==> src/rtl/pc_out_unpacker_pkg.sv <==
// Shared definitions for the FPGA->PC word stream. The serializer uses the
// same codes, so both ends of the link stay in step.
//   - PC_* : 8-bit code field values
//   - state_t : reassembly FSM states
//   - hb_rec_t / sf_rec_t : full-width records rebuilt from two words
package pc_out_unpacker_pkg;

  localparam int PC_CODE_W = 8;
  localparam int PC_DATA_W = 24;
  localparam int TM_TIME_W = 48;
  localparam int SF_FILT_W = 10;
  localparam int SF_STATE_W = 27;

  localparam logic [PC_CODE_W-1:0] PC_HB_LO = 8'h40;
  localparam logic [PC_CODE_W-1:0] PC_HB_HI = 8'h41;
  localparam logic [PC_CODE_W-1:0] PC_SF_LO = 8'h42;
  localparam logic [PC_CODE_W-1:0] PC_SF_HI = 8'h43;
  localparam logic [PC_CODE_W-1:0] PC_NOP   = 8'hFF;

  typedef enum logic [1:0] {
    ST_IDLE    = 2'd0,
    ST_HB_PART = 2'd1,
    ST_SF_PART = 2'd2
  } state_t;

  typedef logic [TM_TIME_W-1:0] hb_rec_t;

  typedef struct packed {
    logic [SF_FILT_W-1:0]  filt_idx;
    logic [SF_STATE_W-1:0] state;
  } sf_rec_t;

endpackage

==> src/rtl/pc_out_unpacker_out_slot.sv <==
// Single-entry registered channel buffer.
//   clk, reset : clock, synchronous active-high reset (clears valid only)
//   i_load     : write i_d into the slot; caller guarantees the slot is
//                empty or draining in the same cycle
//   o_v, o_d   : channel master valid/data, both straight from registers
//   i_a        : channel accept from the consumer
module out_slot #(
  parameter int N = 8
) (
  input  logic         clk,
  input  logic         reset,
  input  logic         i_load,
  input  logic [N-1:0] i_d,
  output logic         o_v,
  output logic [N-1:0] o_d,
  input  logic         i_a
);

  logic         r_v_p1;
  logic [N-1:0] r_d_p1;

  // Load wins over drain so a same-cycle drain+refill stays valid.
  always_ff @(posedge clk) begin
    if (reset) begin
      r_v_p1 <= 1'b0;
    end else if (i_load) begin
      r_v_p1 <= 1'b1;
    end else if (i_a) begin
      r_v_p1 <= 1'b0;
    end
  end

  always_ff @(posedge clk) begin
    if (i_load) begin
      r_d_p1 <= i_d;
    end
  end

  assign o_v = r_v_p1;
  assign o_d = r_d_p1;

endmodule

==> src/rtl/pc_out_unpacker.sv <==
// Receiving end of the FPGA->PC word stream. Rebuilds two-word heartbeat
// and spike-filter messages into full-width records, passes other codes
// through unchanged and drops NOP fill.
//   clk, reset          : clock, synchronous active-high reset
//   in_v/in_d/in_a      : packed {code, data} word stream (slave)
//   hb_out_v/_d/_a      : reassembled heartbeat time (master)
//   sf_out_v/_d/_a      : {filt_idx, state} (master)
//   bd_out_v/_d/_a      : passthrough word (master)
//   err_ct              : saturating protocol-error count
module pc_out_unpacker
  import pc_out_unpacker_pkg::*;
#(
  parameter int NPCcode    = 8,
  parameter int NPCdata    = 24,
  parameter int N_TM_time  = 48,
  parameter int N_SF_filts = 10,
  parameter int N_SF_state = 27,
  parameter int Nerr       = 8
) (
  input  logic                             clk,
  input  logic                             reset,
  input  logic                             in_v,
  input  logic [NPCcode+NPCdata-1:0]       in_d,
  output logic                             in_a,
  output logic                             hb_out_v,
  output logic [N_TM_time-1:0]             hb_out_d,
  input  logic                             hb_out_a,
  output logic                             sf_out_v,
  output logic [N_SF_filts+N_SF_state-1:0] sf_out_d,
  input  logic                             sf_out_a,
  output logic                             bd_out_v,
  output logic [NPCcode+NPCdata-1:0]       bd_out_d,
  input  logic                             bd_out_a,
  output logic [Nerr-1:0]                  err_ct
);

  function automatic logic [Nerr-1:0] sat_inc(input logic [Nerr-1:0] x);
    return (&x) ? x : x + 1'b1;
  endfunction

  state_t                 r_state;
  logic [NPCdata-1:0]     r_lo;
  logic [Nerr-1:0]        r_err;

  logic [NPCcode-1:0]     w_code;
  logic [NPCdata-1:0]     w_data;
  logic                   w_hb_lo, w_hb_hi, w_sf_lo, w_sf_hi, w_nop, w_bd;
  logic                   w_is_lo, w_is_hi, w_hi_match;
  logic                   w_hb_room, w_sf_room, w_bd_room;
  logic                   w_xfer, w_err;
  logic                   w_hb_load, w_sf_load, w_bd_load;
  logic [2*NPCdata-1:0]   w_full;

  // ---- decode of the incoming word ----
  assign w_code  = in_d[NPCcode+NPCdata-1 -: NPCcode];
  assign w_data  = in_d[NPCdata-1:0];
  assign w_hb_lo = (w_code == PC_HB_LO);
  assign w_hb_hi = (w_code == PC_HB_HI);
  assign w_sf_lo = (w_code == PC_SF_LO);
  assign w_sf_hi = (w_code == PC_SF_HI);
  assign w_nop   = (w_code == PC_NOP);
  assign w_is_lo = w_hb_lo | w_sf_lo;
  assign w_is_hi = w_hb_hi | w_sf_hi;
  assign w_bd    = ~(w_is_lo | w_is_hi | w_nop);

  assign w_hi_match = (w_hb_hi && r_state == ST_HB_PART) ||
                      (w_sf_hi && r_state == ST_SF_PART);

  // A slot can take a new word if empty or being emptied this cycle.
  assign w_hb_room = ~hb_out_v | hb_out_a;
  assign w_sf_room = ~sf_out_v | sf_out_a;
  assign w_bd_room = ~bd_out_v | bd_out_a;

  // HI words stall on their own slot even when they will be dropped as
  // errors, keeping in_a a function of code and slot only.
  always_comb begin
    in_a = 1'b0;
    if (!reset) begin
      if (w_hb_hi)      in_a = w_hb_room;
      else if (w_sf_hi) in_a = w_sf_room;
      else if (w_bd)    in_a = w_bd_room;
      else              in_a = 1'b1;
    end
  end

  assign w_xfer    = in_v & in_a;
  assign w_err     = w_xfer & ((w_is_hi & ~w_hi_match) | (w_is_lo & (r_state != ST_IDLE)));
  assign w_hb_load = w_xfer & w_hb_hi & (r_state == ST_HB_PART);
  assign w_sf_load = w_xfer & w_sf_hi & (r_state == ST_SF_PART);
  assign w_bd_load = w_xfer & w_bd;

  // Record is {hi, lo} truncated to the record width.
  assign w_full = {w_data, r_lo};

  // ---- stage p0 -> p1: FSM, low-half capture, error count ----
  always_ff @(posedge clk) begin
    if (reset) begin
      r_state <= ST_IDLE;
      r_lo    <= '0;
      r_err   <= '0;
    end else begin
      if (w_xfer) begin
        if (w_is_lo) begin
          r_lo    <= w_data;
          r_state <= w_hb_lo ? ST_HB_PART : ST_SF_PART;
        end else if (w_is_hi) begin
          r_state <= ST_IDLE;
        end
      end
      if (w_err) begin
        r_err <= sat_inc(r_err);
      end
    end
  end

  assign err_ct = r_err;

  // ---- stage p1: one-deep output slots ----
  out_slot #(.N(N_TM_time)) u_hb_slot (
    .clk    (clk),
    .reset  (reset),
    .i_load (w_hb_load),
    .i_d    (w_full[N_TM_time-1:0]),
    .o_v    (hb_out_v),
    .o_d    (hb_out_d),
    .i_a    (hb_out_a)
  );

  out_slot #(.N(N_SF_filts+N_SF_state)) u_sf_slot (
    .clk    (clk),
    .reset  (reset),
    .i_load (w_sf_load),
    .i_d    (w_full[N_SF_filts+N_SF_state-1:0]),
    .o_v    (sf_out_v),
    .o_d    (sf_out_d),
    .i_a    (sf_out_a)
  );

  out_slot #(.N(NPCcode+NPCdata)) u_bd_slot (
    .clk    (clk),
    .reset  (reset),
    .i_load (w_bd_load),
    .i_d    (in_d),
    .o_v    (bd_out_v),
    .o_d    (bd_out_d),
    .i_a    (bd_out_a)
  );

endmodule

==> config.mk <==
export PLATFORM = sky130hd
export DESIGN_NAME = pc_out_unpacker
export DESIGN_NICKNAME = d
export VERILOG_FILES = /design/src/rtl/pc_out_unpacker_pkg.sv /design/src/rtl/pc_out_unpacker_out_slot.sv /design/src/rtl/pc_out_unpacker.sv
export SDC_FILE = /design/constraint.sdc
export NUM_CORES = 1
export LEC_CHECK = 0
export BUFFER_PORTS_ARGS = -buffer_cell sky130_fd_sc_hd__buf_2
export CORE_ASPECT_RATIO = 1.2
export CORE_MARGIN = 1
export CORE_UTILIZATION = 45
export DETAILED_ROUTE_END_ITERATION = 8
export PLACE_DENSITY = 0.8
export SETUP_SLACK_MARGIN = 0.15
export SKIP_CTS_REPAIR_TIMING = 1
export SYNTH_ARGS = -nofsm -noshare
export SYNTH_HDL_FRONTEND = slang
export SYNTH_SLANG_ARGS = --single-unit
==> constraint.sdc <==
create_clock -name clk -period 2.5 [get_ports clk]
set_clock_uncertainty 0.1 [all_clocks]
set_input_delay 0.125 -clock clk [delete_from_list [all_inputs] [get_ports clk]]
set_output_delay 0.125 -clock clk [all_outputs]
set_load 0.05 [all_outputs]
# Word level (Yosys, flattened, before mapping)
# Cells that the tools add are included.
# classes
n_lt_le_gt_ge	0
reduce_logical	12
div	0
mul	0
muxes	13
addsub	1
n_shift	0
bitwise_logic	23
eq_ne	7
# op_table
operator	n
8-bit by 7-bit equality test with 1-bit output, second input constant	4
1-bit two-way mux	10
2-bit nonzero test	5
1-bit AND	9
8-bit by 1-bit adder with 8-bit output, second input constant	1
8-bit equality test, second input constant	1
1-bit OR	8
8-bit AND reduction	1
2-bit two-way mux	3
1-bit NOT	6
2-bit AND reduction	3
2-bit by 1-bit equality test with 1-bit output, second input constant	1
2-bit equality test, second input constant	1
1-bit logical AND	2
1-bit logical OR	1
# totals
latchBits	0
out_inout_bits	129
mem_count	0
rom_bits	0
ff_bits	154
ramBits	0
inputBits	38
word_cells	65

# Depth between registers and ports, before layout
# Gate-level depths: netlist (run 1).
# depth
word_depth	12
depth_mapped	7

# Cells and area by module
# Synthesis (run 1) repeated with hierarchy kept, for this count alone.
# hier_totals
cells_unflattened	319
hier_area_um2	5146.2
# by_module_without_submodules
mod	instances	cells_per_inst	area_each_um2
pc_out_unpacker	1	190	1516.5
out_slot (u_hb_slot)	1	52	1480.2
out_slot (u_sf_slot)	1	41	1149.9
out_slot (u_bd_slot)	1	36	999.7

# Worst setup path before layout (run 1)
# OpenSTA, ideal clock, no wires.
# synth_timing
kind	input port to flip-flop
start	in in_d[30]
end	reg u_bd_slot.r_d_p1[0] (netlist: u_bd_slot.o_d[0]) (enable)
slack_ps	-223
arrival_time_ps	2198
stages	5
n_path_buf	0
path_cell_list	nor4b_2 > nand2_1 > o21ai_0 > or2_2 > nor2b_1
# synth_between
elab_chain_len	10
elab_cells_between_ends	16
# synth_lines
item	line_no	source
start: declaration	pc_out_unpacker.sv:23	input logic [NPCcode+NPCdata-1:0] in_d,
8-bit by 7-bit equality test with 1-bit output, on equally long branches	-	
1-bit OR, on equally long branches	pc_out_unpacker.sv:62, pc_out_unpacker.sv:63	
1-bit OR (2 in a row)	pc_out_unpacker.sv:64	assign w_bd = ~(w_is_lo | w_is_hi | w_nop);
1-bit two-way mux	pc_out_unpacker.sv:81	else if (w_bd) in_a = w_bd_room;
1-bit two-way mux	pc_out_unpacker.sv:80	else if (w_sf_hi) in_a = w_sf_room;
1-bit two-way mux	pc_out_unpacker.sv:79	if (w_hb_hi) in_a = w_hb_room;
1-bit two-way mux	pc_out_unpacker.sv:78	if (!reset) begin
1-bit AND	pc_out_unpacker.sv:86	assign w_xfer = in_v & in_a;
1-bit AND *	pc_out_unpacker.sv:90	assign w_bd_load = w_xfer & w_bd;
named net u_bd_slot.i_load	pc_out_unpacker_out_slot.sv:12	input logic i_load,
end signal: assignment	pc_out_unpacker_out_slot.sv:35	r_d_p1 <= i_d;
end: declaration	pc_out_unpacker_out_slot.sv:20	logic [N-1:0] r_d_p1;
# Mark *: on every way through the listed nets, which the timed path passes. The rest lies on a longest branch.
# A chain may end at the register's enable or synchronous reset.

# Final worst setup path (run 1)
# layout_timing
start	in in_d[25]
end	reg r_err[4] (netlist: err_ct[4])
# layout_between
elab_chain_len	11
elab_cells_between_ends	23
# layout_lines
item	line_no	source
8-bit by 7-bit equality test with 1-bit output, on equally long branches	-	
1-bit OR, on equally long branches	pc_out_unpacker.sv:62, pc_out_unpacker.sv:63	
1-bit OR (2 in a row)	pc_out_unpacker.sv:64	
1-bit two-way mux	pc_out_unpacker.sv:81	
1-bit two-way mux	pc_out_unpacker.sv:80	
1-bit two-way mux	pc_out_unpacker.sv:79	
1-bit two-way mux	pc_out_unpacker.sv:78	
1-bit AND	pc_out_unpacker.sv:86	
1-bit AND *	pc_out_unpacker.sv:87	assign w_err = w_xfer & ((w_is_hi & ~w_hi_match) | (w_is_lo & (r_state != ST_IDLE)));
2-bit AND reduction (no source line) *	-	
end signal: assignment	pc_out_unpacker.sv:111	r_err <= sat_inc(r_err);
end: declaration	pc_out_unpacker.sv:43	logic [Nerr-1:0] r_err;
# Every way passes the cells marked *; elsewhere a longest branch is shown, timed or not.

==> results of run 1 <==
layer usage:
| metal | part of all wire (%) | up-vias | track usage, % | routed length [µm] |
|---|---|---|---|---|
| met2 | 53 | 169 | 32.9 | 6030 |
| met3 | 7.5 | 20 | 6.83 | 849 |
| li1 | - | 1590 | - | - |
| met4 | 1.4 | 0 | 7.18 | 160 |
| met1 | 38 | 1670 | 20.9 | 4250 |
| met5 | 0 | - | 0 | 0 |
path summary, 6_finish.rpt:
check	start	endpoint	slack [ns]
setup / recovery	in_d[25]	err_ct[4]	0.17
hold reg to reg	r_lo[18]	u_sf_slot.o_d[18]	0.35
setup reg to reg	r_state[0]	err_ct[4]	0.22
hold / removal	in_v	u_bd_slot.o_v	0.16
synthesized netlist by cell type (all sizes together):
cell    count  area share [%]
a21oi      32             3.2
a311oi      1            0.17
and2        1            0.12
and4        1            0.17
and4b       1            0.20
and4bb      1            0.25
buf         2            0.32
clkbuf      9            0.67
dfxtp      37              15
edfxtp    117              70
ha          1            0.25
inv         3            0.22
mux2i       3            0.59
nand2      60             4.5
nand2b      4            0.50
nand3       1           0.099
nand4       6            0.74
nand4b      1            0.17
nor2        8            0.59
nor2b       2            0.25
nor3        2            0.20
nor4        1            0.12
nor4b       2            0.47
o21ai       5            0.50
o22ai       1            0.12
or2         1            0.12
or3         5            0.72
or4b        1            0.20
xnor2       2            0.35
report_power, final:
| part | total, mW | leakage, nW | switching (mW) | internal, mW |
|---|---|---|---|---|
| Sequential | 2.77 | 1.49 | 0.00627 | 2.76 |
| Clock | 2.37 | 0.276 | 0.973 | 1.40 |
| Combinational | 0.248 | 1.15 | 0.162 | 0.0853 |
| Total | 5.39 | 2.91 | 1.14 | 4.24 |
cells in the final DEF (no fill, tap or decap), types with 4 or more instances in the layout:
cell	n
dfxtp_1	35
clkbuf_1	4
nor2_1	8
clkbuf_16	19
nand2_1	60
nand4_1	6
edfxtp_1	117
o21ai_0	5
buf_2	166
or3_1	4
nand2b_1	4
dlygate4sd3_1	36
a21oi_1	32
buf_4	11
cells by family after synthesis:
| kind of cell | after synthesis | synth area share [%] |
|---|---|---|
| and+or+nand+nor | 98 | 9.39 |
| xor gates and xnor gates | 2 | 0.347 |
| DFF | 154 | 84.2 |
| buffers and inverters | 14 | 1.21 |
| AOI/OAI and AO/OA | 39 | 3.96 |
| muxes | 3 | 0.595 |
| adders and majority gates | 1 | 0.248 |
final cells by class:
type,instances,area [µm²]
Clock inverter,9,65.1
Tap cell,132,165
Timing Repair Buffer,214,1290
Multi-Input combinational cell,143,751
Clock buffer,23,490
Sequential cell,154,4260
Fill cell,762,3950
Inverter,3,15.0
through the flow:
| stage | cell area [µm²] | total power, mW |
|---|---|---|
| global route | 7040 | 5.54 |
| CTS | 6670 | 5.37 |
| global placement | 6120 | 3.02 |
| detailed placement | 6120 | 3.03 |
| floorplan | 5060 | 2.94 |
| finish | 7040 | 5.39 |
flip-flops by register name (all words and copies together) (netlist names):
signal	cells
r_lo	24
u_hb_slot.o_d	48
u_bd_slot.o_v	1
u_sf_slot.o_v	1
u_sf_slot.o_d	37
r_state	2
err_ct	8
u_hb_slot.o_v	1
u_bd_slot.o_d	32
tightest hold or removal path, cell delays in order:
cell	delay (ns)
buf_2	0.11
nand2_1	0.12
or2_2	0.17
a21oi_1	0.08
==> results.toml, run 1 <==
[outcome]
status = "finished, final reports clean"

[drt]
drtAntennaViolNets = 0
drt_iter0_drc = 151
vias = 3449
drt-pass1-iter-count = 7
viasPerCell = 5.09
wl_um = 11300
drcViolationCount = 0
post_drt_wl_per_cell_um = 16.6

[worst_setup_path]
path_delay_family = "simple AND/OR/NAND/NOR gates"
cp_slowest_stage_delay_ns = 0.54
reg2regPathDepth = 5
end_kind = "flop"
cp_max_fo = 8
critical_path_arrival_ns = 2.57
crit_path_start_kind = "input port"
path_class = "input port to flop"
critPathRequiredTime_ns = 2.74
cp_num_cells = 7
worst-path-buf-inv = 2
crit_chain = "dlygate4sd3_1 > buf_2 > and4bb_1 > or3_4 > or4b_4 > or3_1 > a21oi_1"
cp_slowest_cell = "or4b_4"

[cts]
cts_tree = "done"
clockRootBuffer = "clkbuf_16"
clkSlewWorstSetupHoldPaths_ns = 0.06
cts_made_buffers = 17
clock_sinks = 154
cts.path.max_buffers = 2
htreeDepth = 4
clk_latency_ns = 0.41

[final_layout]
final_cells = 678
fin_util_pct = 64.1
fin_nets = 572
diodes = 0
area_growth_pct = 39.3
drive_gt1_share_pct = 39.6

[synth]
netlist_instances = 311
seq_area_frac_synth_pct = 84.2
ys_ff_latch = 154
ys_warn_count = 0
syn-cell-area_um2 = 5050
synth.avg_cell_area_um2 = 16.2
ys_types = 32
syn_nets = 350

[die]
die_y_um = 118
coreArea_um2 = 11000
ios = 167
die_x_um = 98.7
die-area_um2 = 11700
start_util_pct = 46.0
rows = 42

[hold_path]
hold_path_depth = 4
hp-class = "input port to flop"

[timing]
worst_slew_pin_slew_ns = 0.430
post-route-period-util_pct = 93.3
hold_violations = 0
rsz0062_at_grt = "no"
holdWs_ns = 0.156
setup_viol = 0
setup_slack_ns = 0.167
min_period_ns = 2.33
fmax_mhz = 429
fin_setup_tns_ns = 0
slew_headroom_pct = 71.3
drv_slew = 0

[global_routing]
grtUsageTotal_pct = 18.9
grt.overflow.total = 0
grt_pass1_wl_um = 16300
grt_max_degree = 38
antenna_found_initial = 0
grt_pass1_vias = 3238

[power_and_ir_drop]
p_per_area_nw_per_um2 = 765
ir_drop_v = 0.000507
leakage_nw = 2.91

[placed_design]
portBuffers = 166
pre_cts_ws_ns = 0.224
dpl.hpwl_um = 7140
routabilityCongestion = 0.830
numPlacedInstances = 610

[job]
drv_cap = 0
(Power assumes the default switching activity.)
==> run 2: changes to the inputs <==
--- a/config.mk
+++ b/config.mk
@@ -10,7 +10,7 @@
 export CORE_MARGIN = 1
 export CORE_UTILIZATION = 45
 export DETAILED_ROUTE_END_ITERATION = 8
-export PLACE_DENSITY = 0.8
+export PLACE_DENSITY = 0.86
 export SETUP_SLACK_MARGIN = 0.15
 export SKIP_CTS_REPAIR_TIMING = 1
 export SYNTH_ARGS = -nofsm -noshare
==> results.toml, run 2 (same netlist as run 1, synthesis figures left out) <==
[outcome]
status = "finished, final reports clean"

[worst_setup_path]
crit_start = "r_state[0]"
crit_chain = "and4b_1 > or3_4 > or4b_4 > or3_1 > a21oi_1"
cp_max_fo = 8
cp_slowest_cell = "or4b_4"
path_class = "flop to flop"
worst-path-buf-inv = 0
crit_path_start_kind = "flop"
end_kind = "flop"
critical_path_arrival_ns = 2.53
critPathRequiredTime_ns = 2.73
reg2reg_from = "r_state[0]"
cp_slowest_stage_delay_ns = 0.55
path_delay_family = "simple AND/OR/NAND/NOR gates"

[timing]
slew_headroom_pct = 70.5
rsz0062_at_grt = "no"
worst_slew_pin_slew_ns = 0.443
min_period_ns = 2.29
fin_setup_tns_ns = 0
drv_slew = 0
hold_violations = 0
fmax_mhz = 436
setup_viol = 0
post-route-period-util_pct = 91.8

[drt]
drtAntennaViolNets = 0
vias = 3374
drt-pass1-iter-count = 4
wl_um = 11400
viasPerCell = 4.98
drt_iter0_drc = 140
post_drt_wl_per_cell_um = 16.9
drcViolationCount = 0

[die]
rows = 42
die-area_um2 = 11700
coreArea_um2 = 11000
start_util_pct = 46.0
die_x_um = 98.7
ios = 167
die_y_um = 118

[cts]
cts.path.max_buffers = 2
clk_latency_ns = 0.41
clockRootBuffer = "clkbuf_16"
cts_made_buffers = 17
htreeDepth = 4
cts_tree = "done"
clock_sinks = 154
clkSlewWorstSetupHoldPaths_ns = 0.06

[final_layout]
drive_gt1_share_pct = 39.1
final_cell_mix = "buf_2 (166), edfxtp_1 (117), nand2_1 (60)"
diodes = 0
fin_util_pct = 64.3
final_common_cell = "buf_2"
fin_nets = 571
area_growth_pct = 39.8
largest_reg_flops = 48
nFillCells = 751

[job]
drv_cap = 0

[hold_path]
hp-class = "input port to flop"
hold_start = "in_d[25]"

[power_and_ir_drop]
ir_drop_v = 0.000590
p_per_area_nw_per_um2 = 776
p_switching_mw = 1.13
swShare_pct = 20.6
p_comb_share_pct = 4.6
share_seq_of_total_power_pct = 50.6
p_int_mw = 4.35
p_clk_share_pct = 44.9
leakage_nw = 2.90

[global_routing]
grt_max_degree = 38
grt.overflow.total = 0
antenna_found_initial = 0
grt_pass1_vias = 3323
grt_pass1_wl_um = 16500
grtUsageTotal_pct = 19.0

[placed_design]
routabilityCongestion = 0.834
dpl.hpwl_um = 7150
portBuffers = 166
[run 2: changes by cell type in the layout (fill, tap and decap cells not counted), sizes merged]
cell / before / now
buf: 178 / 177
inv: 5 / 2
bufinv: 0 / 2
clkinvlp: 1 / 3
clkbuf: 23 / 22
[run 2: power groups by stage]
| stage | Clock (mW) | Combinational (mW) | Sequential, mW |
|---|---|---|---|
| floorplan | 0 | 0.0358 | 2.91 |
| global placement | 0 | 0.199 | 2.82 |
| detailed placement | 0 | 0.204 | 2.82 |
| CTS | 2.49 | 0.205 | 2.77 |
| global route | 2.61 | 0.261 | 2.77 |
| finish | 2.46 | 0.250 | 2.77 |
[run 2: final timing paths]
kind	to	slack (ns)	depth (start not counted)
max	err_ct[4]	0.21	5
min reg2reg	u_hb_slot.o_d[13]	0.35	0
max reg2reg	err_ct[4]	0.21	5
min	r_state[0]	0.07	4
[run 2: area by class of cell]
cell class / instances / area, µm² / share of cell area [%]
multi-input combinational: 143 / 751 / 10.6
clock inverter: 10 / 119 / 1.68
inverter: 3 / 15.0 / 0.213
clock buffer: 22 / 454 / 6.43
tap: 132 / 165 / 2.34
timing repair buffer: 213 / 1300 / 18.4
sequential: 154 / 4260 / 60.3
[run 2: worst min-delay path: cells and delay by family]
kind / cells / cell delay, ns
buffers and inverters: 1 / 0.14
and+or+nand+nor: 2 / 0.19
muxes: 1 / 0.08
[run 2: layer usage]
metal  vias up  track usage [%]  share of wire (%)
met2       150             33.6                 54
met5         -                0                  0
met3        18             7.07                6.3
met4         0             7.65                1.5
li1       1586                -                  -
met1      1620             20.4                 39
[run 2: per-stage QoR]
step | setup WS, ns | hold slack [ns] | area (µm²) | total power [mW] | cells
after CTS | 0.131 | -0.199 | 6700 | 5.47 | 641
after floorplan | 0.188 | 0.124 | 5060 | 2.94 | 311
final | 0.206 | 0.0684 | 7060 | 5.48 | 677
after global placement | 0.308 | 0.227 | 6120 | 3.02 | 609
after global routing | 0.157 | 0.0910 | 7060 | 5.64 | 677
after detailed placement | 0.136 | 0.233 | 6120 | 3.03 | 609
==> run 3: changes to the inputs <==
--- a/config.mk
+++ b/config.mk
@@ -5,12 +5,12 @@
 export SDC_FILE = /design/constraint.sdc
 export NUM_CORES = 1
 export LEC_CHECK = 0
-export BUFFER_PORTS_ARGS = -buffer_cell sky130_fd_sc_hd__buf_2
 export CORE_ASPECT_RATIO = 1.2
 export CORE_MARGIN = 1
-export CORE_UTILIZATION = 45
+export CORE_UTILIZATION = 55
 export DETAILED_ROUTE_END_ITERATION = 8
-export PLACE_DENSITY = 0.86
+export DONT_BUFFER_PORTS = 1
+export PLACE_DENSITY = 0.84
 export SETUP_SLACK_MARGIN = 0.15
 export SKIP_CTS_REPAIR_TIMING = 1
 export SYNTH_ARGS = -nofsm -noshare
==> results.toml, run 3 (same netlist as run 1, synthesis figures left out) <==
[timing]
slew_headroom_pct = 36.2
post-route-period-util_pct = 92.3
fin_setup_tns_ns = 0
rsz0062_at_grt = "no"
min_period_ns = 2.31
fmax_mhz = 433
setup_viol = 0
hold_violations = 0
worst_slew_pin_slew_ns = 0.957
drv_slew = 0

[worst_setup_path]
path_class = "input port to flop"
cp_slowest_stage_delay_ns = 0.64
cpMostUsedCell = "dlygate4sd3_1"
cp_max_fo = 10
critPathRequiredTime_ns = 2.85
cp_slowest_cell = "dlygate4sd3_1"
crit_path_start_kind = "input port"
crit_chain = "dlygate4sd3_1 > nor3_2 > buf_4 > nand2_1 > dlygate4sd3_1 > a21oi_1 > dlygate4sd3_1"
critical_path_arrival_ns = 2.65
end_kind = "flop"

[die]
rows = 37
die_y_um = 107
coreArea_um2 = 8750
start_util_pct = 57.7
die_x_um = 89.5
ios = 167
die-area_um2 = 9570

[cts]
htreeDepth = 4
clock_sinks = 154
clk_latency_ns = 0.50
clockRootBuffer = "clkbuf_8"
cts_tree = "done"
clkSlewWorstSetupHoldPaths_ns = 0.07
cts_made_buffers = 17
cts.path.max_buffers = 2

[final_layout]
fin_util_pct = 73.5
final_common_cell = "edfxtp_1"
final_cell_mix = "edfxtp_1 (117), nand2_1 (60), dlygate4sd3_1 (47)"
drive_gt1_share_pct = 15.3
fin_nets = 424
area_growth_pct = 27.3
largest_reg_flops = 48
diodes = 0

[drt]
drtAntennaViolNets = 0
drcViolationCount = 0
vias = 2887
viasPerCell = 5.61
drt_iter0_drc = 150
post_drt_wl_per_cell_um = 21.9
drt-pass1-iter-count = 4
wl_um = 11300

[outcome]
status = "finished, final reports clean"

[global_routing]
antenna_found_initial = 0
grt_pass1_vias = 2720
grt_max_degree = 39
grt.overflow.total = 0
grt_pass1_wl_um = 14900
grtUsageTotal_pct = 22.3

[hold_path]
hp-class = "input port to flop"

[power_and_ir_drop]
ir_drop_v = 0.000539
leakage_nw = 2.27
p_per_area_nw_per_um2 = 847

[placed_design]
portBuffers = 0
routabilityCongestion = 0.813
dpl.hpwl_um = 6260

[job]
drv_cap = 0
run 3: cell types whose count changed in the layout (fill, tap and decap cells not counted), moves of 2 or more:
cell	previous run	this run
buf_12	2	5
buf_2	166	0
buf_4	9	14
clkbuf_1	4	0
clkinv_1	2	0
clkinv_2	1	3
dlygate4sd3_1	36	47
inv_6	1	5
run 3: routing by layer:
layer / wire [µm] / track usage (%) / vias up
met4: 182 / 9.75 / 0
met3: 1020 / 10.3 / 12
met5: 0 / 0 / -
met1: 4110 / 24.3 / 1412
met2: 5940 / 36.8 / 168
li1: - / - / 1295
run 3: critical path, delay by kind of cell:
kind / cells / cell delay, ns
AO/OA/AOI/OAI: 1 / 0.15
buffers and inverters: 4 / 2.00
AND/OR/NAND/NOR: 2 / 0.36
run 3: layout make-up:
type / instances / area (µm²)
fillers: 512 / 2320
clock buffers: 17 / 414
repair buffers: 66 / 676
clock inverters: 15 / 163
multi-input cells: 143 / 757
flip-flops and latches: 154 / 4260
inverters: 3 / 15.0
well taps: 117 / 146
run 3: worst paths after layout:
| check | from | end | slack (ns) | depth (start not counted) |
|---|---|---|---|---|
| setup / recovery | in_d[24] | r_lo[14] | 0.19 | 7 |
| setup reg to reg | u_sf_slot.o_v | u_sf_slot.o_v | 0.27 | 6 |
| hold reg to reg | r_lo[21] | u_hb_slot.o_d[21] | 0.36 | 0 |
| hold / removal | in_v | err_ct[7] | 0.01 | 4 |
run 3: metrics by stage:
step | area, µm² | instances | power, mW | setup slack [ns] | hold WS, ns
after detailed placement | 5320 | 433 | 2.95 | 0.228 | 0.0956
after floorplan | 5060 | 311 | 2.94 | 0.188 | 0.124
after CTS | 5890 | 465 | 5.39 | 0.229 | -0.455
after global placement | 5320 | 433 | 2.95 | 0.307 | 0.0962
after global routing | 6430 | 515 | 5.60 | 0.172 | 0.00538
final | 6430 | 515 | 5.44 | 0.193 | 0.0122
run 3: power breakdown:
group	switching, mW	internal (mW)
Combinational	0.0659	0.0630
Clock	1.02	1.44
Sequential	0.0904	2.77
Total	1.17	4.27
